[config.mk]
export PLATFORM = sky130hd
export DESIGN_NAME = spart_tx_arbiter_flat
export DESIGN_NICKNAME = d
export VERILOG_FILES = /design/src/rtl/spart_tx_arbiter_if.sv /design/src/rtl/spart_tx_arbiter.sv /design/src/flat_wrapper.sv
export SDC_FILE = /design/constraint.sdc
export NUM_CORES = 1
export LEC_CHECK = 0
export CORE_MARGIN = 8
export CORE_UTILIZATION = 40
export CTS_CLUSTER_SIZE = 30
export DETAILED_ROUTE_END_ITERATION = 16
export PLACE_DENSITY = 0.69
export SETUP_SLACK_MARGIN = 0.15
export SKIP_LAST_GASP = 1
export SYNTH_ARGS = -nofsm -noshare
export SYNTH_HDL_FRONTEND = slang
export SYNTH_SLANG_ARGS = --single-unit
[constraint.sdc]
create_clock -name clk -period 5.55 [get_ports clk]
set_clock_uncertainty 0.05 [all_clocks]
set_input_delay 1.11 -clock clk [delete_from_list [all_inputs] [get_ports clk]]
set_output_delay 1.11 -clock clk [all_outputs]
set_load 0.01 [all_outputs]
[src/rtl/spart_tx_arbiter_if.sv]
// Bus bundle between byte requesters and the SPART transmit arbiter.
interface spart_tx_arbiter_if #(
  parameter int N_REQ = 4
);
  logic [N_REQ-1:0]   req;
  logic [N_REQ-1:0]   lock;
  logic [8*N_REQ-1:0] data;
  logic [N_REQ-1:0]   ack;
  logic [N_REQ-1:0]   grant;
  logic               tbr;
  logic [7:0]         databus;
  logic               iocs;
  logic               iorw;
  logic [1:0]         ioaddr;
  logic               busy;

  // Requester / transmitter side
  modport master (
    output req, lock, data, tbr,
    input  ack, grant, databus, iocs, iorw, ioaddr, busy
  );

  // Arbiter side
  modport slave (
    input  req, lock, data, tbr,
    output ack, grant, databus, iocs, iorw, ioaddr, busy
  );
endinterface

[src/rtl/spart_tx_arbiter.sv]
// Round-robin arbiter with per-requester lock that sequences byte writes
// into the SPART transmitter, paced by the transmitter's tbr flag.
module spart_tx_arbiter #(
  parameter int N_REQ       = 4,
  parameter int TBR_TIMEOUT = 4
) (
  input logic               clk,
  input logic               rst,
  spart_tx_arbiter_if.slave bus
);
  localparam int PW = (N_REQ > 1) ? $clog2(N_REQ) : 1;
  localparam int TW = $clog2(TBR_TIMEOUT + 1);

  localparam logic [1:0] IDLE     = 2'd0;
  localparam logic [1:0] WRITE    = 2'd1;
  localparam logic [1:0] WAIT_LOW = 2'd2;

  function automatic logic [PW-1:0] next_idx(input logic [PW-1:0] i);
    return (32'(i) == 32'(N_REQ - 1)) ? '0 : i + PW'(1);
  endfunction

  function automatic logic [N_REQ-1:0] onehot(input logic [PW-1:0] i);
    return N_REQ'(1) << i;
  endfunction

  logic [1:0]       state_q, state_d;
  logic [PW-1:0]    rr_ptr_q, rr_ptr_d;
  logic             own_v_q, own_v_d;
  logic [PW-1:0]    owner_q, owner_d;
  logic [PW-1:0]    win_q, win_d;
  logic             wlock_q, wlock_d;
  logic [TW-1:0]    tcnt_q, tcnt_d;
  logic [N_REQ-1:0] ack_q, ack_d;
  logic [N_REQ-1:0] grant_q, grant_d;
  logic [7:0]       databus_q, databus_d;
  logic             iocs_q, iocs_d;
  logic             iorw_q, iorw_d;
  logic             busy_q, busy_d;

  logic             rel;
  logic [PW-1:0]    ptr_eff;
  logic [N_REQ-1:0] elig;
  logic             found;
  logic [PW-1:0]    win_sel;
  logic [PW-1:0]    idx;
  logic [7:0]       wbyte;

  // Combinational winner search; a releasing owner moves the search start past itself
  always_comb begin
    rel     = own_v_q && !bus.lock[owner_q];
    ptr_eff = rel ? next_idx(owner_q) : rr_ptr_q;
    elig    = (own_v_q && !rel) ? (bus.req & onehot(owner_q)) : bus.req;
    found   = 1'b0;
    win_sel = '0;
    idx     = '0;
    for (int unsigned i = 0; i < N_REQ; i++) begin
      idx = PW'((32'(ptr_eff) + i) % N_REQ);
      if (!found && elig[idx]) begin
        found   = 1'b1;
        win_sel = idx;
      end
    end
    wbyte = '0;
    for (int unsigned i = 0; i < N_REQ; i++) begin
      if (win_sel == PW'(i)) wbyte = bus.data[8*i +: 8];
    end
  end

  // Next-state and registered-output computation
  always_comb begin
    state_d   = state_q;
    rr_ptr_d  = rr_ptr_q;
    own_v_d   = own_v_q;
    owner_d   = owner_q;
    win_d     = win_q;
    wlock_d   = wlock_q;
    tcnt_d    = tcnt_q;
    ack_d     = '0;
    databus_d = databus_q;
    iocs_d    = 1'b0;
    iorw_d    = 1'b1;
    grant_d   = '0;
    busy_d    = 1'b0;

    case (state_q)
      IDLE: begin
        if (rel) begin
          own_v_d  = 1'b0;
          rr_ptr_d = next_idx(owner_q);
        end
        if (bus.tbr && found) begin
          state_d   = WRITE;
          win_d     = win_sel;
          wlock_d   = bus.lock[win_sel];
          ack_d     = onehot(win_sel);
          databus_d = wbyte;
          iocs_d    = 1'b1;
          iorw_d    = 1'b0;
        end
      end
      WRITE: begin
        state_d = WAIT_LOW;
        tcnt_d  = '0;
        if (wlock_q) begin
          own_v_d = 1'b1;
          owner_d = win_q;
        end else begin
          own_v_d  = 1'b0;
          rr_ptr_d = next_idx(win_q);
        end
      end
      WAIT_LOW: begin
        if (!bus.tbr || tcnt_q == TW'(TBR_TIMEOUT - 1)) begin
          state_d = IDLE;
        end else begin
          tcnt_d = tcnt_q + TW'(1);
        end
      end
      default: state_d = IDLE;
    endcase

    // grant is the write winner during WRITE, else the held owner, else nothing
    if (state_d == WRITE) grant_d = onehot(win_d);
    else if (own_v_d)     grant_d = onehot(owner_d);
    busy_d = (state_d != IDLE);
  end

  // State and output registers, asynchronous active-low reset
  always_ff @(posedge clk or negedge rst) begin
    if (!rst) begin
      state_q   <= IDLE;
      rr_ptr_q  <= '0;
      own_v_q   <= 1'b0;
      owner_q   <= '0;
      win_q     <= '0;
      wlock_q   <= 1'b0;
      tcnt_q    <= '0;
      ack_q     <= '0;
      grant_q   <= '0;
      databus_q <= 8'h00;
      iocs_q    <= 1'b0;
      iorw_q    <= 1'b1;
      busy_q    <= 1'b0;
    end else begin
      state_q   <= state_d;
      rr_ptr_q  <= rr_ptr_d;
      own_v_q   <= own_v_d;
      owner_q   <= owner_d;
      win_q     <= win_d;
      wlock_q   <= wlock_d;
      tcnt_q    <= tcnt_d;
      ack_q     <= ack_d;
      grant_q   <= grant_d;
      databus_q <= databus_d;
      iocs_q    <= iocs_d;
      iorw_q    <= iorw_d;
      busy_q    <= busy_d;
    end
  end

  assign bus.ack     = ack_q;
  assign bus.grant   = grant_q;
  assign bus.databus = databus_q;
  assign bus.iocs    = iocs_q;
  assign bus.iorw    = iorw_q;
  assign bus.ioaddr  = 2'b00;
  assign bus.busy    = busy_q;
endmodule

[src/flat_wrapper.sv]
// flat-port wrapper written by rule: the top's interface ports become plain ports
module spart_tx_arbiter_flat 
#(
  parameter int N_REQ       = 4,
  parameter int TBR_TIMEOUT = 4
)
  (clk, rst, bus_req, bus_lock, bus_data, bus_tbr, bus_ack, bus_grant, bus_databus, bus_iocs, bus_iorw, bus_ioaddr, bus_busy);
  spart_tx_arbiter_if #(.N_REQ(N_REQ)) bus_i ();
  input logic clk;
  input logic rst;
  input wire logic [$bits(bus_i.req)-1:0] bus_req;
  input wire logic [$bits(bus_i.lock)-1:0] bus_lock;
  input wire logic [$bits(bus_i.data)-1:0] bus_data;
  input wire logic [$bits(bus_i.tbr)-1:0] bus_tbr;
  output wire logic [$bits(bus_i.ack)-1:0] bus_ack;
  output wire logic [$bits(bus_i.grant)-1:0] bus_grant;
  output wire logic [$bits(bus_i.databus)-1:0] bus_databus;
  output wire logic [$bits(bus_i.iocs)-1:0] bus_iocs;
  output wire logic [$bits(bus_i.iorw)-1:0] bus_iorw;
  output wire logic [$bits(bus_i.ioaddr)-1:0] bus_ioaddr;
  output wire logic [$bits(bus_i.busy)-1:0] bus_busy;
  assign bus_i.req = bus_req;
  assign bus_i.lock = bus_lock;
  assign bus_i.data = bus_data;
  assign bus_i.tbr = bus_tbr;
  assign bus_ack = bus_i.ack;
  assign bus_grant = bus_i.grant;
  assign bus_databus = bus_i.databus;
  assign bus_iocs = bus_i.iocs;
  assign bus_iorw = bus_i.iorw;
  assign bus_ioaddr = bus_i.ioaddr;
  assign bus_busy = bus_i.busy;
  spart_tx_arbiter #(.N_REQ(N_REQ), .TBR_TIMEOUT(TBR_TIMEOUT)) u_core (.clk(clk), .rst(rst), .bus(bus_i));
endmodule
# --- Word-level counts from Yosys, hierarchy flattened ---
# Index checks and enable logic that the tools add are counted.
totals:
  reg_bits: 32
  latch_bits: 0
  mem_bits_rw: 0
  mem_bits_ro: 0
  in_bits: 43
  output_inout_bits: 21
  n_memories: 0
op_classes:
  add_sub_neg: 6
  multipliers: 0
  n_div: 0
  order_cmp: 6
  eq_ne: 11
  shifts: 4
  muxes: 50
  bitwise: 1
  reduce_logical: 21
ops:
  columns: ["cell", "count"]
  rows:
  - ["8-bit 2-to-1 mux", 4]
  - ["2-bit 2-to-1 mux", 14]
  - ["4-bit 2-to-1 mux", 5]
  - ["2-bit by 3-bit less-than comparator with 1-bit output (second input constant)", 6]
  - ["1-bit 2-to-1 mux", 16]
  - ["1-bit by 2-bit << shifter with 4-bit output (first input constant)", 4]
  - ["1-bit binary-select mux with 2-bit select", 6]
  - ["2-bit equality test (second input constant)", 5]
  - ["2-bit by 1-bit adder with 2-bit output (second input constant)", 3]
  - ["2-bit by 1-bit equality test with 1-bit output (second input constant)", 3]
  - ["1-bit logical AND", 6]
  - ["1-bit zero test", 6]
  - ["2-bit case mux with 3 select lines", 1]
  - ["3-bit case mux with 2 select lines", 1]
  - ["2-bit AND reduction", 3]
  - ["2-bit nonzero test", 3]
  - ["2-bit adder (second input constant)", 2]
  - ["4-bit bitwise AND", 1]
  - ["2-bit zero test", 2]
  - ["2-bit inequality test (second input constant)", 2]
  - ["2-bit case mux with 2 select lines", 1]
  - ["3-bit by 1-bit adder with 3-bit output (second input constant)", 1]
  - ["3-bit by 2-bit equality test with 1-bit output (second input constant)", 1]
  - ["3-bit 2-to-1 mux", 1]
  - ["2 further kinds", 2]

# --- Logic depth before layout (Yosys ltp) ---
depth:
  word_depth: 24
  depth_mapped: 9
  ltp_nobuf: 9

# --- Worst setup path after synthesis ---
# Ideal clock, no wire load.
synth_timing:
  path_type: "input to register"
  startpoint: "in bus_lock[3]"
  endpoint: "reg u_core.databus_q[0] (netlist: u_core.bus.databus[0])"
  setup_time_ns: 0.138
  arrival_time_ns: 2.988
  required_time_ns: 5.362
  path_slack_ns: 2.374
  stages: 8
  path_buffers: 1
  cell_sequence: "mux4_2 > nand2b_4 > mux2i_1 > mux2_2 > a21boi_1 > nand2b_1 > buf_2 > o221ai_1"
synth_via:
  elab_chain_cells: 24
synth_rtl:
  columns: ["item", "line", "source"]
  rows:
  - ["from (decl)", "flat_wrapper.sv:12", "input wire logic [$bits(bus_i.lock)-1:0] bus_lock;"]
  - ["1-bit binary-select mux with 2-bit select *", "spart_tx_arbiter.sv:50", "rel = own_v_q && !bus.lock[owner_q];"]
  - ["1-bit 2-to-1 mux (not written as such) *", "spart_tx_arbiter.sv:50", null]
  - ["1-bit zero test *", "spart_tx_arbiter.sv:50", null]
  - ["1-bit logical AND *", "spart_tx_arbiter.sv:50", null]
  - ["1-bit zero test", "spart_tx_arbiter.sv:52", "elig = (own_v_q && !rel) ? (bus.req & onehot(owner_q)) : bus.req;"]
  - ["1-bit logical AND", "spart_tx_arbiter.sv:52", null]
  - ["4-bit 2-to-1 mux", "spart_tx_arbiter.sv:52", null]
  - ["1-bit binary-select mux with 2-bit select", "spart_tx_arbiter.sv:58", "if (!found && elig[idx]) begin"]
  - ["[... 5 more ...]", null, null]
  - ["1-bit zero test", "spart_tx_arbiter.sv:58", null]
  - ["1-bit logical AND", "spart_tx_arbiter.sv:58", null]
  - ["1-bit 2-to-1 mux", "spart_tx_arbiter.sv:58", null]
  - ["1-bit zero test", "spart_tx_arbiter.sv:58", null]
  - ["1-bit logical AND", "spart_tx_arbiter.sv:58", null]
  - ["2-bit 2-to-1 mux", "spart_tx_arbiter.sv:58", null]
  - ["2-bit zero test", "spart_tx_arbiter.sv:65", "if (win_sel == PW'(i)) wbyte = bus.data[8*i +: 8];"]
  - ["8-bit 2-to-1 mux (4 in a row)", "spart_tx_arbiter.sv:65", null]
  - ["to (signal assigned)", "spart_tx_arbiter.sv:154", "databus_q <= databus_d;"]
  - ["to (decl)", "spart_tx_arbiter.sv:35", "logic [7:0] databus_q, databus_d;"]
# Mark *: on every way between the ends. The rest lies on a longest branch, timed or not. The select of a mux whose other input is x is not followed.
# A chain may end at the register's enable or synchronous reset.

# --- Worst setup path in the final report ---
layout_timing:
  startpoint: "in bus_lock[3]"
  endpoint: "reg u_core.wlock_q"
layout_via:
  elab_chain_cells: 21
layout_rtl:
  columns: ["item", "line", "source"]
  rows:
  - ["1-bit binary-select mux with 2-bit select", "spart_tx_arbiter.sv:50", null]
  - ["1-bit 2-to-1 mux (not written as such)", "spart_tx_arbiter.sv:50", null]
  - ["1-bit zero test", "spart_tx_arbiter.sv:50", null]
  - ["1-bit logical AND", "spart_tx_arbiter.sv:50", null]
  - ["1-bit zero test", "spart_tx_arbiter.sv:52", null]
  - ["1-bit logical AND", "spart_tx_arbiter.sv:52", null]
  - ["4-bit 2-to-1 mux", "spart_tx_arbiter.sv:52", null]
  - ["1-bit binary-select mux with 2-bit select", "spart_tx_arbiter.sv:58", null]
  - ["[... 5 more ...]", null, null]
  - ["1-bit zero test", "spart_tx_arbiter.sv:58", null]
  - ["1-bit logical AND", "spart_tx_arbiter.sv:58", null]
  - ["1-bit 2-to-1 mux", "spart_tx_arbiter.sv:58", null]
  - ["1-bit zero test", "spart_tx_arbiter.sv:58", null]
  - ["1-bit logical AND", "spart_tx_arbiter.sv:58", null]
  - ["2-bit 2-to-1 mux or 1-bit 2-to-1 mux (tied branches)", "spart_tx_arbiter.sv:58", null]
  - ["1-bit binary-select mux with 2-bit select or 1-bit logical AND (tied branches)", "spart_tx_arbiter.sv:94, spart_tx_arbiter.sv:91", null]
  - ["1-bit 2-to-1 mux (not written as such) or 2-bit AND reduction (tied branches)", null, null]
  - ["to (signal assigned)", "spart_tx_arbiter.sv:150", "wlock_q <= wlock_d;"]
  - ["to (decl)", "spart_tx_arbiter.sv:31", "logic wlock_q, wlock_d;"]
# Several ways; a longest one is shown, not always the timed one. The select of a mux whose other input is x is not followed.

==> impl_metrics.env <==
export IMPL_status="completed"
export IMPL_finalSetupViolCount=0
export IMPL_clk_latency_ns=0.28
export IMPL_path_clk_slew_ns=0.07
export IMPL_clkPwrFrac_pct=16.0
export IMPL_worst_pin_slew_ns=0.824
export IMPL_p_int_w=0.000836
export IMPL_grt_max_degree=33
export IMPL_ctsHoldBuffers=0
export IMPL_synthAdderAreaFrac_pct=4.58
export IMPL_hold_slack_ns=0.433
export IMPL_cp_end_kind="register"
export IMPL_switching_share_pct=39.2
export IMPL_cp_max_fo=24
export IMPL_synth_simple_gate_area_share_pct=14.7
export IMPL_first_pass_iters=4
export IMPL_cts_max_path_buffers=2
export IMPL_cts_sinks=32
export IMPL_asyncSetResetFlopFracSynth_pct=100
export IMPL_ys_warn_count=0
export IMPL_gp_congestion=0.814
export IMPL_cts_tree="done"
export IMPL_drc_errors=0
export IMPL_grt_setup_unrepaired="no"
export IMPL_synth_ff_type="dfrtp_1"
export IMPL_synthXorXnorAreaFrac_pct=0
export IMPL_post_cts_buffers=0
export IMPL_timing_final_hold_violations=0
export IMPL_track_usage_pct=13.7
export IMPL_critical_path_class="in -> reg"
export IMPL_diodes=0
export IMPL_syn2layout_area_growth_pct=39.0
export IMPL_yosysTopAreaCellShare_pct=40.5
export IMPL_design_portCount=64
export IMPL_post_place_ws_ns=1.40
export IMPL_vias=1608
export IMPL_ir_drop_mv=0.237
export IMPL_setup_tns_ns=0
export IMPL_routed_wl_um=4680
export IMPL_rows=25
export IMPL_nets=297
export IMPL_seq_area_frac_synth_pct=41.9
export IMPL_critPathMaxStageDelay_ns=0.56
export IMPL_port_buffers=61
export IMPL_via_per_inst=5.32
export IMPL_synthesis_area_um2=1910
export IMPL_htreeDepth=2
export IMPL_overflow=0
export IMPL_die_x_um=85.2
export IMPL_grt_pass1_wl_um=8100
export IMPL_period_minus_slack_ns=3.84
export IMPL_syn_avg_cell_area_um2=10.2
export IMPL_hpwl_um=3530
export IMPL_fmax_mhz=261
export IMPL_antenna_found_initial=0
export IMPL_syn_inst=187
export IMPL_synthTopCellsByCount="dfrtp_1, mux2i_1, nand2_1"
export IMPL_hp_class="reg -> reg"
export IMPL_synth_top_area_cell="dfrtp_1"
export IMPL_synthMuxAreaShare_pct=16.4
export IMPL_combPwrFrac_pct=53.0
export IMPL_power_leakage_nw=1.20
export IMPL_seqPwrFrac_pct=31.0
export IMPL_drv_slew=0
export IMPL_start_util_pct=41.0
export IMPL_synth_top_family_by_area="compound AO/OA/AOI/OAI gates"
export IMPL_layout_drive_gt1_share_pct=8.87
export IMPL_synth_cell_types=41
export IMPL_coreArea_um2=4660
export IMPL_routedWlPerCell_um=15.5
export IMPL_synth_compound_area_share_pct=17.2
export IMPL_cp_slowest_cell="mux4_2"
export IMPL_first_iter_violations=184
export IMPL_power_switching_w=0.000540
export IMPL_cp_cell_sequence="clkdlybuf4s50_1 > mux4_2 > nand3b_1 > nand2_1 > o31ai_1 > nand4_4 > mux2_2 > a221o_1"
export IMPL_clockRootBuffer="clkbuf_8"
export IMPL_cp_data_arrival_time_ns=3.95
export IMPL_post_cts_resized=0
export IMPL_yosysMostFrequentCell="dfrtp_1"
export IMPL_yosys_register_bits=32
export IMPL_cts_buffers=5
export IMPL_ant_nets=0
export IMPL_required_ns=5.66
export IMPL_ys_top_cells_by_area="dfrtp_1, mux2i_1, ha_1"
export IMPL_grt_pass1_vias=1780
export IMPL_fillCellCount=412
export IMPL_max_slew_margin_rel_pct=45.0
export IMPL_power_density_nw_per_um2=517
export IMPL_startpoint_type="primary input"
export IMPL_die_area_um2=7250
export IMPL_synth_edf_count=0
export IMPL_drv_cap=0
export IMPL_post_route_period_util_pct=69.1
export IMPL_setup_slack_ns=1.71
export IMPL_fp_dieH_um=85.2
-- flip-flops by register name, indices dropped and copies added, names as in the netlist, 2 cells and up --
| register | flops |
|---|---|
| u_core.bus.databus | 8 |
| u_core.bus.ack | 4 |
| u_core.bus.grant | 4 |
| u_core.tcnt_q | 3 |
| u_core.owner_q | 2 |
| u_core.rr_ptr_q | 2 |
| u_core.state_q | 2 |
| u_core.win_q | 2 |
-- power groups by stage --
stage | Sequential, W | Clock (W) | Combinational (W)
finish | 0.000426 | 0.000221 | 0.000729
global route | 0.000445 | 0.000236 | 0.000812
CTS | 0.000428 | 0.000225 | 0.000742
detailed placement | 0.000432 | 0 | 0.000736
global placement | 0.000429 | 0 | 0.000734
floorplan | 0.000418 | 0 | 0.000507
-- routing by layer --
| metal | global-route usage [%] | part of all wire (%) | up-vias |
|---|---|---|---|
| li1 | - | - | 794 |
| met1 | 16.1 | 45 | 767 |
| met2 | 23.7 | 49 | 42 |
| met3 | 2.99 | 5.1 | 5 |
| met4 | 5.50 | 1.4 | 0 |
| met5 | 0 | 0 | - |
-- per-stage QoR --
step	total power [W]	util [%]	cell area, µm²	cells
after CTS	0.00140	57.1	2660	302
after floorplan	0.000925	-	1920	188
after global routing	0.00149	57.1	2660	302
after global placement	0.00116	54.7	2550	294
final	0.00138	57.1	2660	302
after detailed placement	0.00117	54.7	2550	294
-- worst max-delay path, delay by kind of cell --
kind | cells | cell delay [ns]
buffers and inverters | 1 | 0.44
multiplexers | 2 | 1.00
AND/OR/NAND/NOR | 3 | 0.70
AO/OA/AOI/OAI | 2 | 0.70
-- placed cells by master, fill, tap and decap left out, types with 5 or more instances in the layout --
master            n
a21oi_1           8
clkbuf_8          5
clkdlybuf4s50_1  61
dfrtp_1          31
ha_1              7
inv_1            11
mux2_2            5
mux2i_1          22
nand2_1          22
nor2_1            9
o21ai_0           6
o221ai_1          8
o22ai_1           5
-- area by class of cell --
class | instances | area [µm²] | area share (%)
Timing Repair Buffer | 62 | 618 | 23.2
Inverter | 11 | 41.3 | 1.55
Multi-Input combinational cell | 135 | 1020 | 38.3
Clock buffer | 5 | 68.8 | 2.59
Sequential cell | 32 | 802 | 30.2
Tap cell | 54 | 67.6 | 2.54
Clock inverter | 3 | 42.5 | 1.60
-- worst paths after layout --
| check | end | startpoint | cells past startpoint | slack (ns) |
|---|---|---|---|---|
| setup / recovery | u_core.wlock_q | bus_lock[3] | 8 | 1.71 |
| setup reg to reg | u_core.wlock_q | u_core.owner_q[0] | 7 | 2.36 |
| min in group asynchronous | u_core.bus.iocs | rst | 2 | 1.17 |
| hold / removal | u_core.tcnt_q[2] | u_core.tcnt_q[2] | 2 | 0.43 |
| hold reg to reg | u_core.tcnt_q[2] | u_core.tcnt_q[2] | 2 | 0.43 |
| max in group asynchronous | u_core.bus.iorw | rst | 2 | 3.96 |
-- logic make-up (layout without fill, tap and decap cells) --
group / Yosys count / count (layout)
fa+ha+maj: 7 / 7
buf+inv: 21 / 81
other cells: 1 / 2
simple gates: 54 / 54
mux: 29 / 29
compound gates: 43 / 43
flops: 32 / 32
Note: power is estimated with default switching activity, not from simulation.
